`src/rtl/req_trans_gather_splitter.sv`:
```
// Splits gather-FIFO payload pieces into DMA read requests bounded by page and max-read size.
// Optional issued-request counter port stat_req_cnt is built when GATHER_SPLIT_STAT_EN is defined.
module req_trans_gather_splitter #(
  parameter int unsigned MAX_RD_REQ_BYTES = 512,
  parameter int unsigned PAGE_BYTES       = 4096
) (
  input  logic         clk,
  input  logic         rst,
  input  logic         gather_req_empty,
  output logic         gather_req_rd_en,
  input  logic [127:0] gather_req_dout,
  output logic         dma_rd_req_valid,
  output logic [127:0] dma_rd_req_head,
  input  logic         dma_rd_req_ready
`ifdef GATHER_SPLIT_STAT_EN
  ,
  output logic [31:0]  stat_req_cnt
`endif
);

  localparam int unsigned PAGE_W    = $clog2(PAGE_BYTES);
  localparam logic [31:0] MAX_LEN   = 32'(MAX_RD_REQ_BYTES);
  localparam logic [31:0] PAGE_LEN  = 32'(PAGE_BYTES);

  typedef enum logic [1:0] {
    IDLE  = 2'd0,
    LOAD  = 2'd1,
    ISSUE = 2'd2
  } state_t;

  state_t      state;
  state_t      next_state;

  logic [63:0] cur_addr;
  logic [31:0] remaining;
  logic [15:0] pkt_len;
  logic [31:0] page_room;
  logic [31:0] chunk;
  logic        last;
  logic        fire;
  logic        unused_rsvd;

  // Reserved FIFO bits carry nothing this block needs.
  assign unused_rsvd = ^gather_req_dout[127:112];

  // Chunk is the smallest of what is left, the request cap and the room to the page end.
  assign page_room = PAGE_LEN - 32'(cur_addr[PAGE_W-1:0]);

  always_comb begin
    chunk = remaining;
    if (chunk > MAX_LEN) begin
      chunk = MAX_LEN;
    end
    if (chunk > page_room) begin
      chunk = page_room;
    end
  end

  assign last = (remaining == chunk);
  assign fire = dma_rd_req_valid && dma_rd_req_ready;

  always_ff @(posedge clk or posedge rst) begin
    if (rst) begin
      state <= IDLE;
    end else begin
      state <= next_state;
    end
  end

  always_comb begin
    next_state = IDLE;
    case (state)
      IDLE:    next_state = gather_req_rd_en ? LOAD : IDLE;
      LOAD:    next_state = (gather_req_dout[95:64] == 32'd0) ? IDLE : ISSUE;
      ISSUE:   next_state = (fire && last) ? IDLE : ISSUE;
      default: next_state = IDLE;
    endcase
  end

  always_comb begin
    gather_req_rd_en = !rst && (state == IDLE) && !gather_req_empty;
    dma_rd_req_valid = (state == ISSUE);
    dma_rd_req_head  = '0;
    if (state == ISSUE) begin
      dma_rd_req_head = {15'd0, pkt_len, last, chunk, cur_addr};
    end
  end

  always_ff @(posedge clk or posedge rst) begin
    if (rst) begin
      cur_addr  <= '0;
      remaining <= '0;
      pkt_len   <= '0;
    end else if (state == LOAD) begin
      cur_addr  <= gather_req_dout[63:0];
      remaining <= gather_req_dout[95:64];
      pkt_len   <= gather_req_dout[111:96];
    end else if (fire) begin
      cur_addr  <= cur_addr + 64'(chunk);
      remaining <= remaining - chunk;
    end
  end

`ifdef GATHER_SPLIT_STAT_EN
  always_ff @(posedge clk or posedge rst) begin
    if (rst) begin
      stat_req_cnt <= '0;
    end else if (fire) begin
      stat_req_cnt <= stat_req_cnt + 32'd1;
    end
  end
`endif

endmodule

```
`config.mk`:
```
export PLATFORM = sky130hd
export DESIGN_NAME = req_trans_gather_splitter
export DESIGN_NICKNAME = d
export VERILOG_FILES = /design/src/rtl/req_trans_gather_splitter.sv
export SDC_FILE = /design/constraint.sdc
export NUM_CORES = 1
export LEC_CHECK = 0
export CAP_MARGIN = 40
export CORE_MARGIN = 10
export CORE_UTILIZATION = 30
export DETAILED_ROUTE_END_ITERATION = 8
export SKIP_LAST_GASP = 1
export SYNTH_ARGS = -nofsm -noshare
export SYNTH_HDL_FRONTEND = slang
export SYNTH_SLANG_ARGS = --single-unit
export TNS_END_PERCENT = 30
```
`constraint.sdc`:
```
create_clock -name clk -period 8.1 [get_ports clk]
set_input_delay 0.81 -clock clk [delete_from_list [all_inputs] [get_ports clk]]
set_output_delay 0.81 -clock clk [all_outputs]
set_load 0.02 [all_outputs]
```
**Word level (Yosys, flattened, before mapping)**

Cells that the tools add are included.

- Latch bits: 0
- Logic and storage cells: 32
- Bits of input ports: 132
- Memories: 0
- Memory bits (writable): 0
- Register bits: 114
- ROM bits: 0

- Multipliers: 0
- Add/sub/neg operators: 3
- Muxes and demuxes: 11
- Order comparisons: 2
- Eq/ne operators: 3
- Reduce and logical (&&, ||, !) cells: 9
- Bitwise operators: 0
- Divide/modulo/power cells: 0
- Shifts and indexed selects: 0

Operators with widths:

| operator | number |
|---|---|
| 32-bit two-way mux | 4 |
| 64-bit two-way mux | 2 |
| 113-bit two-way mux | 1 |
| 64-bit by 32-bit adder with 64-bit output | 1 |
| 32-bit == test | 1 |
| 32-bit by 10-bit greater-than comparator with 1-bit output, second input constant | 1 |
| 32-bit greater-than comparator | 1 |
| 32-bit zero test | 1 |
| 32-bit subtractor | 1 |
| 13-bit by 12-bit subtractor with 14-bit output, first input constant | 1 |
| 2-bit one-hot mux with 3 select lines | 1 |
| 1-bit logical AND | 4 |
| 2-bit two-way mux | 2 |
| 2-bit by 1-bit == test with 1-bit output, second input constant | 1 |
| 2-bit == test, second input constant | 1 |
| 1-bit zero test | 2 |
| 2-bit zero test | 1 |
| 2-bit nonzero test | 1 |
| 1-bit two-way mux | 1 |

**Longest topological paths before layout**

Gate-level depths: netlist of the first run.

- Depth in word-level cells: 8
- Gate-level depth with buffers: 29
- Gate-level depth less buffers: 26

**Worst setup path after synthesis of the first run**

OpenSTA, ideal clock, no wires.

- Kind: register to register
- From: register remaining[15]
- To: register cur_addr[55]
- Period minus slack after synthesis: 5973 ps
- Slack: 2127 ps
- Path buffers: 3
- Stages on the path, launching flop included: 28
- Data required time: 7974 ps
- Data arrival time: 5847 ps
- Library setup time: 126 ps
- Cell sequence: dfrtp_1 -> or4_1 -> nor4_1 -> a21boi_1 -> and2_1 -> ha_1 -> nor2b_1 -> o21a_1 -> o21a_1 -> o21ai_0 -> o211ai_1 -> a21oi_1 -> a41o_1 -> buf_2 -> mux2i_1 -> inv_1 -> ha_1 -> a211oi_2 -> o21ai_1 -> a31o_2 -> a311oi_2 -> o21ai_2 -> a31o_1 -> buf_6 -> and3_4 -> buf_6 -> mux2i_1 -> a221o_1

- Longest elaborated chain between the ends: 7

RTL lines:

| element | line | RTL |
|---|---|---|
| from (decl) | 35 | `logic [31:0] remaining;` |
| from (signal assigned) | 96 | `remaining <= gather_req_dout[95:64];` |
| from (signal assigned) | 100 | `remaining <= remaining - chunk;` |
| 32-bit by 10-bit greater-than comparator with 1-bit output | 51 | `if (chunk > MAX_LEN) begin` |
| 32-bit two-way mux * | 51 |  |
| 32-bit greater-than comparator | 54 | `if (chunk > page_room) begin` |
| 32-bit two-way mux * | 54 |  |
| 64-bit by 32-bit adder with 64-bit output * | 99 | `cur_addr <= cur_addr + 64'(chunk);` |
| 64-bit two-way mux * | 98 | `end else if (fire) begin` |
| 64-bit two-way mux * | 94 | `end else if (state == LOAD) begin` |
| to (signal assigned) | 95 | `cur_addr <= gather_req_dout[63:0];` |
| to (signal assigned) | 99 |  |
| to (decl) | 34 | `logic [63:0] cur_addr;` |

Mark *: on every way between the ends. The rest lies on a longest branch, timed or not. The select of a mux whose other input is x is not followed.
A chain may end at the register's enable or synchronous reset.

**Final worst setup path of the first run**

- From: register remaining[27]
- To: register cur_addr[58]

The elaborated chain is that of the path after synthesis.

==> results.cfg, run 1 <==
[worst_setup_path]
worstReg2RegEnd = cur_addr[58]
critPathLaunch = remaining[27]
path_depth = 26
endpoint_kind = flip-flop
worstSetupStartpointType = flip-flop
rr_startpoint = remaining[27]
path_buf_inv = 1
cp-endpoint = cur_addr[58]
r2r_slack_ps = 630
critPathKind = flip-flop to flip-flop
reg2regPathDepth = 26
cpPeakStageDelay_ps = 500
cp.required_ps = 8410
crit_arrival_ps = 7780
cpLargestDelayFamily = compound AO/OA/AOI/OAI gates
crit_slowest_cell = nor4_1
cp_max_fo = 12

[detailed_routing]
routed_wl_um = 36550
via_per_inst = 5.274
drtPass1Iterations = 5
wire_per_inst_um = 18.42
drt-initial-drc-count = 740
via_count = 10460
ant_nets = 0
drc = 0

[flow_run]
cap_violations = 0

[power_and_ir_drop]
clockPowerShare_pct = 13.3
pwr-share-seq_pct = 21.4
power_leakage_nw = 5.913
p_sw_w = 0.002622
switching_share_pct = 48.23
power_frac_comb_pct = 65.3
internal_power_w = 0.002814
peakVddDrop_v = 0.0001634
p_per_area_nw_per_um2 = 402.3
fin_total_pwr_w = 0.005436

[timing]
fin_crit_sh_pct = 92.27
hold_slack_ps = 464.9
fmax_ghz = 0.1338
relSlewSlack_pct = 40.87
tns_ps = 0
fin_skew_ps = 9.991
timing.final.crit_period_ps = 7474
finalHoldViolations = 0
slew_viol_final = 0
setup_viol = 0
worst_pin_slew_ps = 886.9
grt_setup_unrepaired = false

[run_status]
status = finished clean

[final_layout]
multi_input_area_um2 = 7101
fillers = 3547
syn2layout_area_growth_pct = 29.90
final_layout_size_suffix_gt1_share_pct = 4.774
seq_area_um2 = 2853
fin_area_um2 = 13510
n_antenna_cell = 0
instances_no_fill = 1984
nets = 1729

[floorplanning]
start_util_pct = 30.26
core_um2 = 34370
dieArea_um2 = 42520
io_pins = 262
rows = 68
die_w_um = 206.2
die_h_um = 206.2

[logic_synthesis]
syn_inst = 1304
ys_seq_elements = 114
netlist_area_um2 = 10400
syn_area_per_cell_um2 = 7.977
synth_cell_types = 76
seq_area_frac_synth_pct = 27.42
ys_async_sr_fraction_pct = 100.0
yosysWarnings = 0
synth-edff-count = 0
ys.flop_type = dfrtp_1

[cts]
clockRootBuffer = clkbuf_16
cts_tree = done
clock_latency_ps = 430
cts_buffer_depth = 2
cts-buffers-inserted = 17
clkTransAtPathRegs_ps = 60
postCtsSetupBuffers = 0
cts.sinks = 114
cts_htree_levels = 4

[global_route]
grt_first_pass_wirelength_um = 56960
grt_max_degree = 83
grt_antenna_before_repair = 0
grt_pass1_vias = 10190
grt_overflow = 0
grtUsageTotal_pct = 16.83

[worst_hold_path]
hp-class = flip-flop to flip-flop

[place]
place_area_um2 = 12960
dp_cells = 1954
gp_congestion = 0.9034
dp_hpwl_um = 27350
port_buffers = 211
[metal layers]
metal / part of all wire [%] / global-route usage, % / vias to the layer above
met2: 48 / 27.76 / 299
met3: 5.5 / 2.900 / 25
met4: 1.1 / 4.196 / 0
li1: - / - / 5075
met5: 0 / 0 / -
met1: 46 / 22.33 / 5064
[timing repair]
action	CTS	global route
gates resized for setup	0	1
endpoints found under the setup margin	0	4
hold buffers	0	0
[Yosys cell counts, types with 5 or more instances]
cell | n | area share, %
buf_4 | 37 | 2.7
o31ai_1 | 5 | 0.36
dfrtp_1 | 114 | 27
buf_2 | 5 | 0.24
and3_1 | 18 | 1.1
o211ai_1 | 20 | 1.4
a22oi_1 | 54 | 3.9
nand4_1 | 25 | 1.5
nand2b_1 | 13 | 0.78
and2_1 | 88 | 5.3
o21a_1 | 9 | 0.65
nor4_1 | 23 | 1.4
o21bai_1 | 6 | 0.43
or4_1 | 13 | 0.94
nor3_1 | 17 | 0.82
nand3_1 | 36 | 1.7
o21ai_0 | 98 | 4.7
inv_1 | 53 | 1.9
xnor2_1 | 29 | 2.4
a21oi_1 | 73 | 3.5
clkbuf_1 | 46 | 1.7
or2_2 | 8 | 0.48
a211oi_1 | 5 | 0.36
ha_1 | 77 | 9.3
buf_1 | 10 | 0.36
a221o_1 | 5 | 0.48
mux2i_1 | 15 | 1.4
nand2_1 | 149 | 5.4
a31oi_1 | 15 | 0.90
nor2_1 | 74 | 2.7
a21o_1 | 27 | 1.9
o21ai_1 | 7 | 0.34
nor2b_1 | 9 | 0.54
xor2_1 | 33 | 2.8
o311ai_0 | 8 | 0.67
a32oi_1 | 5 | 0.42
[layout make-up]
cell class	count	share of cell area, %
Inverter	53	1.491
Tap cell	455	4.213
Clock inverter	6	0.4074
Clock buffer	24	3.639
Timing Repair Buffer	224	16.59
Sequential cell	114	21.11
Multi-Input combinational cell	1108	52.55
[power by group through the flow]
stage,clock [W],combinational [W],sequential (W)
5_1_grt,0.000766,0.00395,0.00121
3_5_place_dp,0,0.00350,0.00117
6_report,0.000724,0.00355,0.00116
3_3_place_gp,0,0.00346,0.00116
2_1_floorplan,0,0.00256,0.00105
4_1_cts,0.000743,0.00352,0.00116
[how the worst min path moves through the flow]
| stage | startpoint | end | slack, ps | cells after the start |
|---|---|---|---|---|
| finish | pkt_len[11] | pkt_len[11] | 460 | 2 |
| detailed placement | pkt_len[5] | pkt_len[5] | 450 | 2 |
| global placement | pkt_len[10] | pkt_len[10] | 450 | 2 |
| global route | pkt_len[15] | pkt_len[15] | 490 | 2 |
| CTS | pkt_len[5] | pkt_len[5] | 470 | 2 |
| floorplan | pkt_len[0] | pkt_len[0] | 440 | 2 |
[kinds of logic (layout without fill, tap and decap cells)]
kind of cell    Yosys count  count (layout)  synth area share (%)
compound gates          386             386                 24.80
fa+ha+maj                79              79                 9.646
simple gates            488             488                 23.79
flops                   114             114                 27.42
buf+inv                 154             307                 7.169
xor+xnor                 62              62                 5.220
mux                      19              19                 1.876
other cells               2              74               0.07219
[per-stage QoR]
stage	setup slack (ps)	utilization [%]
floorplan	2127	-
global placement	785.0	37.57
detailed placement	607.4	37.70
CTS	496.4	39.29
global route	31.69	39.31
finish	626.4	39.31
[placed cells by master (no fill, tap or decap), types with 5 or more instances in the layout]
cell type	instances
inv_1	51
and2_1	88
o21a_1	9
nand4_1	25
o211ai_1	20
xor2_1	33
nor2b_1	8
nand2b_1	13
a221o_1	5
conb_1	74
clkdlybuf4s50_1	211
mux2i_1	15
o21ai_1	7
clkbuf_16	17
nor2_1	72
o311ai_0	8
a31oi_1	15
a211oi_1	5
a21o_1	27
buf_4	11
and3_1	18
nor3_1	17
a32oi_1	5
o21bai_1	6
nand2_1	148
clkinv_2	5
ha_1	77
xnor2_1	29
dfrtp_1	114
a21oi_1	73
o21ai_0	98
a22oi_1	54
or2_2	8
nand3_1	36
or4_1	13
o31ai_1	5
nor4_1	22
[worst reg2reg max path, delay by kind of cell, from the launching register on]
kind	cells	cell delay, ps
compound gates	13	3230
flops	1	410
simple gates	8	2340
buf+inv	1	70
mux	1	400
fa+ha+maj	3	920
[registers in the layout (all words and copies together), names as in the netlist]
signal / cells
remaining: 32
state: 2
pkt_len: 16
cur_addr: 64
Power figures use the tool's default switching activity.
==> inputs of run 2 (changes only) <==
Settings changed: GPL_ROUTABILITY_DRIVEN from default to 0.
==> run 2 against run 1 <==
Effect of this change:
- total power up 1.3%
- flip-flop and latch count unchanged
- final cell count up 0.10%
- routed wire length up 0.57%
- design area up 0.38%
- die area unchanged
- sequential power about the same
- global-route usage down 0.091 points
- maximum frequency up 0.42%
- largest cell class unchanged
==> results.cfg, run 2 (synthesis results as in run 1) <==
[run_status]
status = finished clean

[global_route]
grtUsageTotal_pct = 16.74
grt_pass1_vias = 10160
grt_antenna_before_repair = 0
grt_first_pass_wirelength_um = 57050
grt_overflow = 0
grt_max_degree = 81

[worst_setup_path]
cp_max_fo = 12
critPathKind = flip-flop to flip-flop
cp.required_ps = 8400
worstSetupStartpointType = flip-flop
r2r_slack_ps = 660
reg2regPathDepth = 26
critPathLaunch = remaining[27]
crit_arrival_ps = 7750
worstReg2RegEnd = cur_addr[58]
endpoint_kind = flip-flop
rr_startpoint = remaining[27]

[detailed_routing]
routed_wl_um = 36750
drt-initial-drc-count = 834
drtPass1Iterations = 7
ant_nets = 0
drc = 0
via_count = 10460
wire_per_inst_um = 18.51
via_per_inst = 5.265

[final_layout]
syn2layout_area_growth_pct = 30.39
mostFrequentLayoutCells = 211 x clkdlybuf4s50_1, 148 x nand2_1, 114 x dfrtp_1, 98 x o21ai_0, 88 x and2_1
largest_register_ffs = 64
nets = 1730
reg.largest.list = cur_addr x64, remaining x32, pkt_len x16
n_antenna_cell = 0
final_layout_size_suffix_gt1_share_pct = 4.899
largest-register = cur_addr
fillers = 3569
final_common_cell = clkdlybuf4s50_1
seq_area_um2 = 2853
multi_input_area_um2 = 7094

[place]
dp_slack_ps = 721.1
dp_hpwl_um = 27580
port_buffers = 211

[worst_hold_path]
hp-class = flip-flop to flip-flop
hold_end = pkt_len[5]
whs_path_depth = 2
min_from = pkt_len[5]

[floorplanning]
dieArea_um2 = 42520
die_w_um = 206.2
rows = 68
die_h_um = 206.2
core_um2 = 34370
io_pins = 262
start_util_pct = 30.26

[cts]
cts_htree_levels = 4
cts_resized = 0
clockRootBuffer = clkbuf_16
cts.sinks = 114
postCtsSetupBuffers = 0
clock_latency_ps = 420
cts-buffers-inserted = 17
holdBufCountCts = 0
clkTransAtPathRegs_ps = 70
cts_tree = done
cts_buffer_depth = 2

[timing]
worst_pin_slew_ps = 870.8
tns_ps = 0
fmax_ghz = 0.1344
grt_setup_unrepaired = false
finalHoldViolations = 0
fin_skew_ps = 20.64
relSlewSlack_pct = 41.95
worst_slack_ps = 657.9
fin_crit_sh_pct = 91.88
slew_viol_final = 0
timing.final.crit_period_ps = 7442
setup_viol = 0

[power_and_ir_drop]
p_per_area_nw_per_um2 = 405.8
power_leakage_nw = 5.928
fin_total_pwr_w = 0.005505
peakVddDrop_v = 0.0001789

[flow_run]
cap_violations = 0
-- run 2: worst max-delay path: stages (launching register included) --
cell and delay, ps:
dfrtp_1 410, nor4_1 500, nand4_1 180, nor4_1 520, a21boi_1 520, and2_1 230
ha_1 240, nor2b_1 130, o21a_1 160, o21a_1 150, o21ai_0 140, o211ai_1 110
a21oi_1 160, a41o_1 320, mux2i_1 400, ha_1 270, inv_1 60, fa_1 390
nand2b_1 180, a21oi_1 220, o41ai_2 160, o21bai_1 340, nand4_1 250, a31oi_2 330
o211ai_2 280, or2_2 390, o311ai_0 270
-- run 2: how the worst max path moves through the flow --
stage	to	slack, ps	depth (start not counted)
global route	cur_addr[60]	200	26
CTS	dma_rd_req_head[96]	570	21
finish	cur_addr[58]	660	26
global placement	cur_addr[60]	830	26
detailed placement	cur_addr[58]	720	26
floorplan	cur_addr[55]	2130	27
-- run 2: final cells by class --
cell class	count	share of cell area, %
inverters	53	1.485
flip-flops and latches	114	21.03
repair buffers	225	16.68
multi-input cells	1108	52.30
clock buffers	20	3.293
well taps	455	4.197
clock inverters	11	1.015
-- run 2: stage by stage --
stage / cells / area (um^2) / hold WS [ps] / utilization, %
finish: 1986 / 13560 / 463.8 / 39.46
global route: 1986 / 13560 / 484.9 / 39.46
CTS: 1986 / 13560 / 467.8 / 39.46
detailed placement: 1955 / 12980 / 453.6 / 37.76
global placement: 1952 / 12910 / 448.8 / 37.57
floorplan: 1376 / 10670 / 437.4 / -
-- run 2: layer usage --
layer | wire length, um | up-vias | GRT usage (%)
met4 | 472 | 0 | 4.300
met2 | 17430 | 301 | 27.61
met5 | 0 | - | 0
met1 | 16740 | 5046 | 22.46
met3 | 2106 | 29 | 2.398
li1 | - | 5080 | -
-- run 2: power breakdown --
part / internal [W] / switching (W) / leakage [nW] / total (W)
Sequential: 0.000849 / 0.000320 / 1.41 / 0.00117
Combinational: 0.00152 / 0.00204 / 4.24 / 0.00356
Clock: 0.000487 / 0.000288 / 0.281 / 0.000775
